`config.mk`:
```
export PLATFORM = sky130hd
export DESIGN_NAME = edib_tx_flat
export DESIGN_NICKNAME = d
export VERILOG_FILES = /design/src/rtl/edib_tx_if.sv /design/src/rtl/edib_tx.sv /design/src/flat_wrapper.sv
export SDC_FILE = /design/constraint.sdc
export NUM_CORES = 1
export LEC_CHECK = 0
export ABC_AREA = 1
export CAP_MARGIN = 40
export CORE_MARGIN = 10
export CORE_UTILIZATION = 35
export CTS_CLUSTER_DIAMETER = 40
export DETAILED_ROUTE_END_ITERATION = 10
export GPL_TIMING_DRIVEN = 0
export PLACE_DENSITY = 0.6
export SYNTH_ARGS = -nofsm -noshare
export SYNTH_HDL_FRONTEND = slang
export SYNTH_SLANG_ARGS = --single-unit
```
`constraint.sdc`:
```
create_clock -name Clk -period 2.14 [get_ports Clk]
set_input_delay 0.428 -clock Clk [delete_from_list [all_inputs] [get_ports Clk]]
set_output_delay 0.428 -clock Clk [all_outputs]
set_load 0.01 [all_outputs]
```
`src/rtl/edib_tx_if.sv`:
```
`default_nettype none
// +----------------------------------------------------------------------------+
// | edib_tx_if : request/serial-line bundle between a frame source and edib_tx. |
// | Optional EDIB_TX_PARITY_ERR_INJ_EN adds the ParityErrInj request bit.       |
// | Revision   : 1.0                                                            |
// +----------------------------------------------------------------------------+
interface edib_tx_if;
    logic        TxStart;
    logic        TxType;
    logic [15:0] TxData;
`ifdef EDIB_TX_PARITY_ERR_INJ_EN
    logic        ParityErrInj;
`endif
    logic        CMDOut;
    logic        TxBusy;
    logic        TxDone;
    logic [3:0]  State;

`ifdef EDIB_TX_PARITY_ERR_INJ_EN
    modport master (output TxStart, TxType, TxData, ParityErrInj,
                    input  CMDOut, TxBusy, TxDone, State);
    modport slave  (input  TxStart, TxType, TxData, ParityErrInj,
                    output CMDOut, TxBusy, TxDone, State);
`else
    modport master (output TxStart, TxType, TxData,
                    input  CMDOut, TxBusy, TxDone, State);
    modport slave  (input  TxStart, TxType, TxData,
                    output CMDOut, TxBusy, TxDone, State);
`endif
endinterface
`default_nettype wire

```
`src/rtl/edib_tx.sv`:
```
`default_nettype none
// +----------------------------------------------------------------------------+
// | edib_tx : serial frame transmitter (6-bit sync, 17 complemented bit pairs,  |
// |           idle-high gap). EDIB_TX_PARITY_ERR_INJ_EN enables parity inject.  |
// | Revision: 1.0                                                               |
// +----------------------------------------------------------------------------+
module edib_tx #(
    parameter int BIT_CYCLES = 576,
    parameter int GAP_BITS   = 2
) (
    input  logic      Clk,
    input  logic      Rstn,
    edib_tx_if.slave  bus
);

    typedef enum logic [3:0] {
        IDLE = 4'b0001,
        SYNC = 4'b0010,
        DATA = 4'b0100,
        GAP  = 4'b1000
    } state_t;

    localparam logic [11:0] BIT_LAST  = 12'(BIT_CYCLES - 1);
    localparam logic [5:0]  SYNC_LAST = 6'd5;
    localparam logic [5:0]  DATA_LAST = 6'd33;
    localparam logic [5:0]  GAP_LAST  = 6'(GAP_BITS - 1);

    state_t      state_q, state_d;
    logic [11:0] cyc_cnt_q, cyc_cnt_d;
    logic [5:0]  bit_idx_q, bit_idx_d;
    logic        type_q, type_d;
    logic [15:0] data_q, data_d;
    logic        inj_q, inj_d;
    logic        cmd_out_q, cmd_out_d;
    logic        busy_q, busy_d;
    logic        done_q, done_d;
    logic        inj_in;
    logic        bit_end;
    logic        data_bit;
    logic        parity_bit;

`ifdef EDIB_TX_PARITY_ERR_INJ_EN
    assign inj_in = bus.ParityErrInj;
`else
    assign inj_in = 1'b0;
`endif

    always_ff @(posedge Clk or negedge Rstn) begin
        if (!Rstn) begin
            state_q   <= IDLE;
            cyc_cnt_q <= '0;
            bit_idx_q <= '0;
            type_q    <= 1'b0;
            data_q    <= '0;
            inj_q     <= 1'b0;
            cmd_out_q <= 1'b1;
            busy_q    <= 1'b0;
            done_q    <= 1'b0;
        end else begin
            state_q   <= state_d;
            cyc_cnt_q <= cyc_cnt_d;
            bit_idx_q <= bit_idx_d;
            type_q    <= type_d;
            data_q    <= data_d;
            inj_q     <= inj_d;
            cmd_out_q <= cmd_out_d;
            busy_q    <= busy_d;
            done_q    <= done_d;
        end
    end

    always_comb begin
        state_d    = state_q;
        cyc_cnt_d  = cyc_cnt_q;
        bit_idx_d  = bit_idx_q;
        type_d     = type_q;
        data_d     = data_q;
        inj_d      = inj_q;
        busy_d     = busy_q;
        done_d     = 1'b0;
        cmd_out_d  = 1'b1;
        bit_end    = (cyc_cnt_q == BIT_LAST);

        // Shared bit timing for every active state; last-bit cases override below.
        if (state_q != IDLE) begin
            cyc_cnt_d = bit_end ? 12'd0 : cyc_cnt_q + 12'd1;
            bit_idx_d = bit_end ? bit_idx_q + 6'd1 : bit_idx_q;
        end

        case (state_q)
            IDLE: begin
                if (bus.TxStart) begin
                    state_d   = SYNC;
                    cyc_cnt_d = '0;
                    bit_idx_d = '0;
                    type_d    = bus.TxType;
                    data_d    = bus.TxData;
                    inj_d     = inj_in;
                    busy_d    = 1'b1;
                end
            end
            SYNC: begin
                if (bit_end && bit_idx_q == SYNC_LAST) begin
                    state_d   = DATA;
                    bit_idx_d = '0;
                end
            end
            DATA: begin
                if (bit_end && bit_idx_q == DATA_LAST) begin
                    state_d   = GAP;
                    bit_idx_d = '0;
                end
            end
            GAP: begin
                if (bit_end && bit_idx_q == GAP_LAST) begin
                    state_d   = IDLE;
                    bit_idx_d = '0;
                    busy_d    = 1'b0;
                    done_d    = 1'b1;
                end
            end
            default: begin
                state_d   = IDLE;
                cyc_cnt_d = '0;
                bit_idx_d = '0;
                busy_d    = 1'b0;
            end
        endcase

        // Line level is derived from the next state so CMDOut changes on the bit edge itself.
        data_bit   = data_d[4'd15 - bit_idx_d[4:1]];
        parity_bit = ~(^data_d) ^ inj_d;
        case (state_d)
            SYNC:    cmd_out_d = (bit_idx_d < 6'd3) ? ~type_d : type_d;
            DATA:    cmd_out_d = (bit_idx_d < 6'd32) ? (data_bit ^ bit_idx_d[0])
                                                     : (parity_bit ^ bit_idx_d[0]);
            default: cmd_out_d = 1'b1;
        endcase
    end

    assign bus.CMDOut = cmd_out_q;
    assign bus.TxBusy = busy_q;
    assign bus.TxDone = done_q;
    assign bus.State  = state_q;

endmodule
`default_nettype wire

```
`src/flat_wrapper.sv`:
```
// flat-port wrapper written by rule: the top's interface ports become plain ports
module edib_tx_flat 
#(
    parameter int BIT_CYCLES = 576,
    parameter int GAP_BITS   = 2
)
  (Clk, Rstn, bus_TxStart, bus_TxType, bus_TxData, bus_CMDOut, bus_TxBusy, bus_TxDone, bus_State);
  edib_tx_if bus_i ();
  input  logic Clk;
  input  logic Rstn;
  input wire logic [$bits(bus_i.TxStart)-1:0] bus_TxStart;
  input wire logic [$bits(bus_i.TxType)-1:0] bus_TxType;
  input wire logic [$bits(bus_i.TxData)-1:0] bus_TxData;
  output wire logic [$bits(bus_i.CMDOut)-1:0] bus_CMDOut;
  output wire logic [$bits(bus_i.TxBusy)-1:0] bus_TxBusy;
  output wire logic [$bits(bus_i.TxDone)-1:0] bus_TxDone;
  output wire logic [$bits(bus_i.State)-1:0] bus_State;
  assign bus_i.TxStart = bus_TxStart;
  assign bus_i.TxType = bus_TxType;
  assign bus_i.TxData = bus_TxData;
  assign bus_CMDOut = bus_i.CMDOut;
  assign bus_TxBusy = bus_i.TxBusy;
  assign bus_TxDone = bus_i.TxDone;
  assign bus_State = bus_i.State;
  edib_tx #(.BIT_CYCLES(BIT_CYCLES), .GAP_BITS(GAP_BITS)) u_core (.Clk(Clk), .Rstn(Rstn), .bus(bus_i));
endmodule
```
==> out/qor.yml <==
routing:
  ant_nets: 0
  finalWirelength_mm: 6.79
  vias: 2594
  avgViaCountPerCell: 4.72
  drcViolationCount: 0
  drt_pass1_iterations: 4
  drtIter0Drc: 82
  wl_per_cell_um: 12.4
worst_setup_path:
  crit_required_ns: 2.37
  critPathLaunchType: "flip-flop"
  crit_path_end_kind: "flip-flop"
  critPathKind: "reg2reg"
  critical_path.cell_chain: "inv_2 -> nor2_4 -> buf_4 -> nand2_4 -> and2_4 -> nand3_1 -> nand2_1 -> nor2_4 -> nand2_4 -> buf_4 -> buf_4 -> inv_1 -> nand2_1 -> nand3_1 -> xor2_1 -> a21o_1 -> nand2_1"
  crit_path_top_delay_cell: "dfstp_2"
  critPathMaxFanout: 8
  critPathMaxStageDelay_ns: 0.55
  arrival_ns: 2.67
final_layout:
  area_growth_pct: 30.9
  drive_gt1_share_pct: 21.3
  final_cells: 549
  nNetsFinal: 469
  final_cell_mix: "nand2_1 (126), nand3_1 (46), inv_1 (43)"
  multi_input_area_um2: 1610
  final_common_cell: "nand2_1"
  regArea_um2: 1080
  stdcell_area_um2: 3610
  fill_cells: 785
  num_antenna_cells: 0
pwr:
  p_seq_share_pct: 24.5
  internal-power_mw: 2.41
  ir_worst_vdd_uv: 596
  switching_power_mw: 2.09
  pwr-share-comb_pct: 60.0
  power_mw: 4.50
  p_leak_nw: 1.79
  pwr-share-clk_pct: 15.5
  sw_frac_of_total_pct: 46.4
  p_per_area_nw_per_um2: 1250
floorplan:
  die_w_um: 109
  core_area_um2: 7690
  rows: 32
  start_util_pct: 35.9
  die_area_um2: 11800
  fp.dieH_um: 109
  ios: 27
place:
  numPortBuffers: 26
  dp_slack_ns: -0.652
  gp_congestion: 0.807
  dp_cells: 522
  dpl_cell_area_um2: 3160
  dp_hpwl_mm: 4.82
timing:
  worst_pin_slew_ns: 0.479
  slew_headroom_pct: 67.7
  fmax_mhz: 409
  setup_slack_ns: -0.304
  rsz0062_at_grt: "true"
  hold_violations: 0
  final.setup_skew_ns: 0.00984
  drv_slew: 0
  post-route-period-util_pct: 114
  setup_viol: 1
  fin_crit_ns: 2.44
yosys:
  mappedNetlistArea_um2: 2760
  synth.distinct_cells: 35
  ys_seq_elements: 43
  synthArstFlopShare_pct: 100
  ys_warn_count: 0
  synth_nets: 416
  ys_seq_area_share_pct: 39.1
  synth_enable_flop_cells: 0
  syn_avg_cell_area_um2: 7.01
  ys.flop_type: "dfrtp_1"
  syn_inst: 393
clock_tree:
  cts_tree: "done"
  numCtsBuffers: 5
  cts.reportedPaths.clkPinSlew_ns: 0.09
  clock_sinks: 43
  clockBufferDepth: 2
  clockRootBuffer: "clkbuf_8"
  hold_buffers: 0
  h-tree-depth: 2
  insertion_delay_ns: 0.30
global_route:
  overflow: 0
  grt_pass1_vias: 2519
  grt_pass1_wl_mm: 11.3
  grt_antenna_before_repair: 0
  grt_usage_pct: 11.5
  grt_max_degree: 27
worst_hold_path:
  worstHoldPathType: "in2async"
status:
  status: "finished, violations left"
  violations: "negative setup slack"
flow_run:
  max_cap_viol_count: 0
## logic make-up (layout without fill, tap and decap cells)
kind of cell / count (synthesis) / count (layout) / share of synthesized area (%)
mux: 1 / 1 / 0.363
compound gates: 20 / 20 / 4.45
simple gates: 262 / 262 / 43.3
xor+xnor: 11 / 11 / 3.50
flops: 43 / 43 / 39.1
fa+ha+maj: 3 / 3 / 1.36
buf+inv: 53 / 107 / 7.90
## area by class of cell
type / instances / area share (%)
Inverter: 50 / 5.34
Clock buffer: 6 / 2.29
Buffer: 3 / 1.25
Tap cell: 102 / 3.54
Sequential cell: 43 / 29.9
Multi-Input combinational cell: 297 / 44.6
Timing Repair Buffer: 46 / 12.0
Clock inverter: 2 / 1.07
## power groups by stage
stage	sequential (mW)	combinational (mW)	clock [mW]
detailed placement	1.12	2.26	0
CTS	1.10	2.55	0.719
floorplan	1.11	1.72	0
global route	1.13	3.02	0.751
finish	1.10	2.70	0.697
global placement	1.11	2.20	0
## what timing repair did
action	in CTS	in global routing
gates cloned	1	0
endpoints found under the setup margin	2	10
buffers inserted	9	9
gates resized for setup	28	25
pin swaps	16	13
## registers in the layout, summed over array words and instances, names as in the netlist
signal	count
u_core.bit_idx_q	6
u_core.bus.CMDOut	1
u_core.bus.State	4
u_core.bus.TxBusy	1
u_core.bus.TxDone	1
u_core.cyc_cnt_q	12
u_core.data_q	16
u_core.inj_q	1
u_core.type_q	1
## cell usage after synthesis, drive strengths merged (2+ instances only)
master | number | share of area, %
inv | 50 | 6.8
nor2 | 37 | 6.8
xnor2 | 3 | 0.95
xor2 | 8 | 2.5
buf | 3 | 1.1
nand4 | 3 | 0.68
dfrtp | 41 | 37
ha | 3 | 1.4
nor3 | 8 | 1.8
dfstp | 2 | 1.9
a21oi | 4 | 0.73
o21ai | 12 | 2.6
nand2 | 158 | 23
nand3 | 50 | 9.7
nor4 | 2 | 0.45
## path summary, 6_finish.rpt
| kind | start | end | slack, ns | cells past startpoint |
|---|---|---|---|---|
| setup reg to reg | u_core.bus.State[0]$_DFF_PN1_ | u_core.bus.CMDOut$_DFF_PN1_ | -0.30 | 17 |
| hold reg to reg | u_core.data_q[14]$_DFF_PN0_ | u_core.data_q[14]$_DFF_PN0_ | 0.52 | 2 |
| max in group asynchronous | Rstn | u_core.bus.CMDOut$_DFF_PN1_ | 1.50 | 2 |
| hold / removal | Rstn | u_core.data_q[3]$_DFF_PN0_ | 0.06 | 1 |
| min in group Clk | u_core.data_q[14]$_DFF_PN0_ | u_core.data_q[14]$_DFF_PN0_ | 0.52 | 2 |
| setup / recovery | u_core.bus.State[0]$_DFF_PN1_ | u_core.bus.CMDOut$_DFF_PN1_ | -0.30 | 17 |
## critical path, delay by kind of cell (launching register included)
kind,cells,cell delay [ns]
AOI/OAI and AO/OA,1,0.13
xor gates and xnor gates,1,0.15
buffers and inverters,5,0.52
DFF,1,0.55
and+or+nand+nor,10,1.01
## through the flow
step	hold WS (ns)	utilization (%)	TNS [ns]
6_report	0.0597	46.9	-0.304
5_1_grt	0.0815	46.9	-0.735
4_1_cts	0.0692	44.9	-0.250
3_5_place_dp	0.398	41.1	-0.684
3_3_place_gp	0.494	40.9	-23.27
2_1_floorplan	0.132	-	0
## layer usage
metal / routed length [um] / share of wire (%) / GRT usage (%)
met1: 3130 / 46 / 14.1
met2: 3360 / 49 / 20.6
met3: 246 / 3.6 / 2.54
met4: 52 / 0.77 / 1.98
met5: 0 / 0 / 0
(Power assumes the default switching activity.)
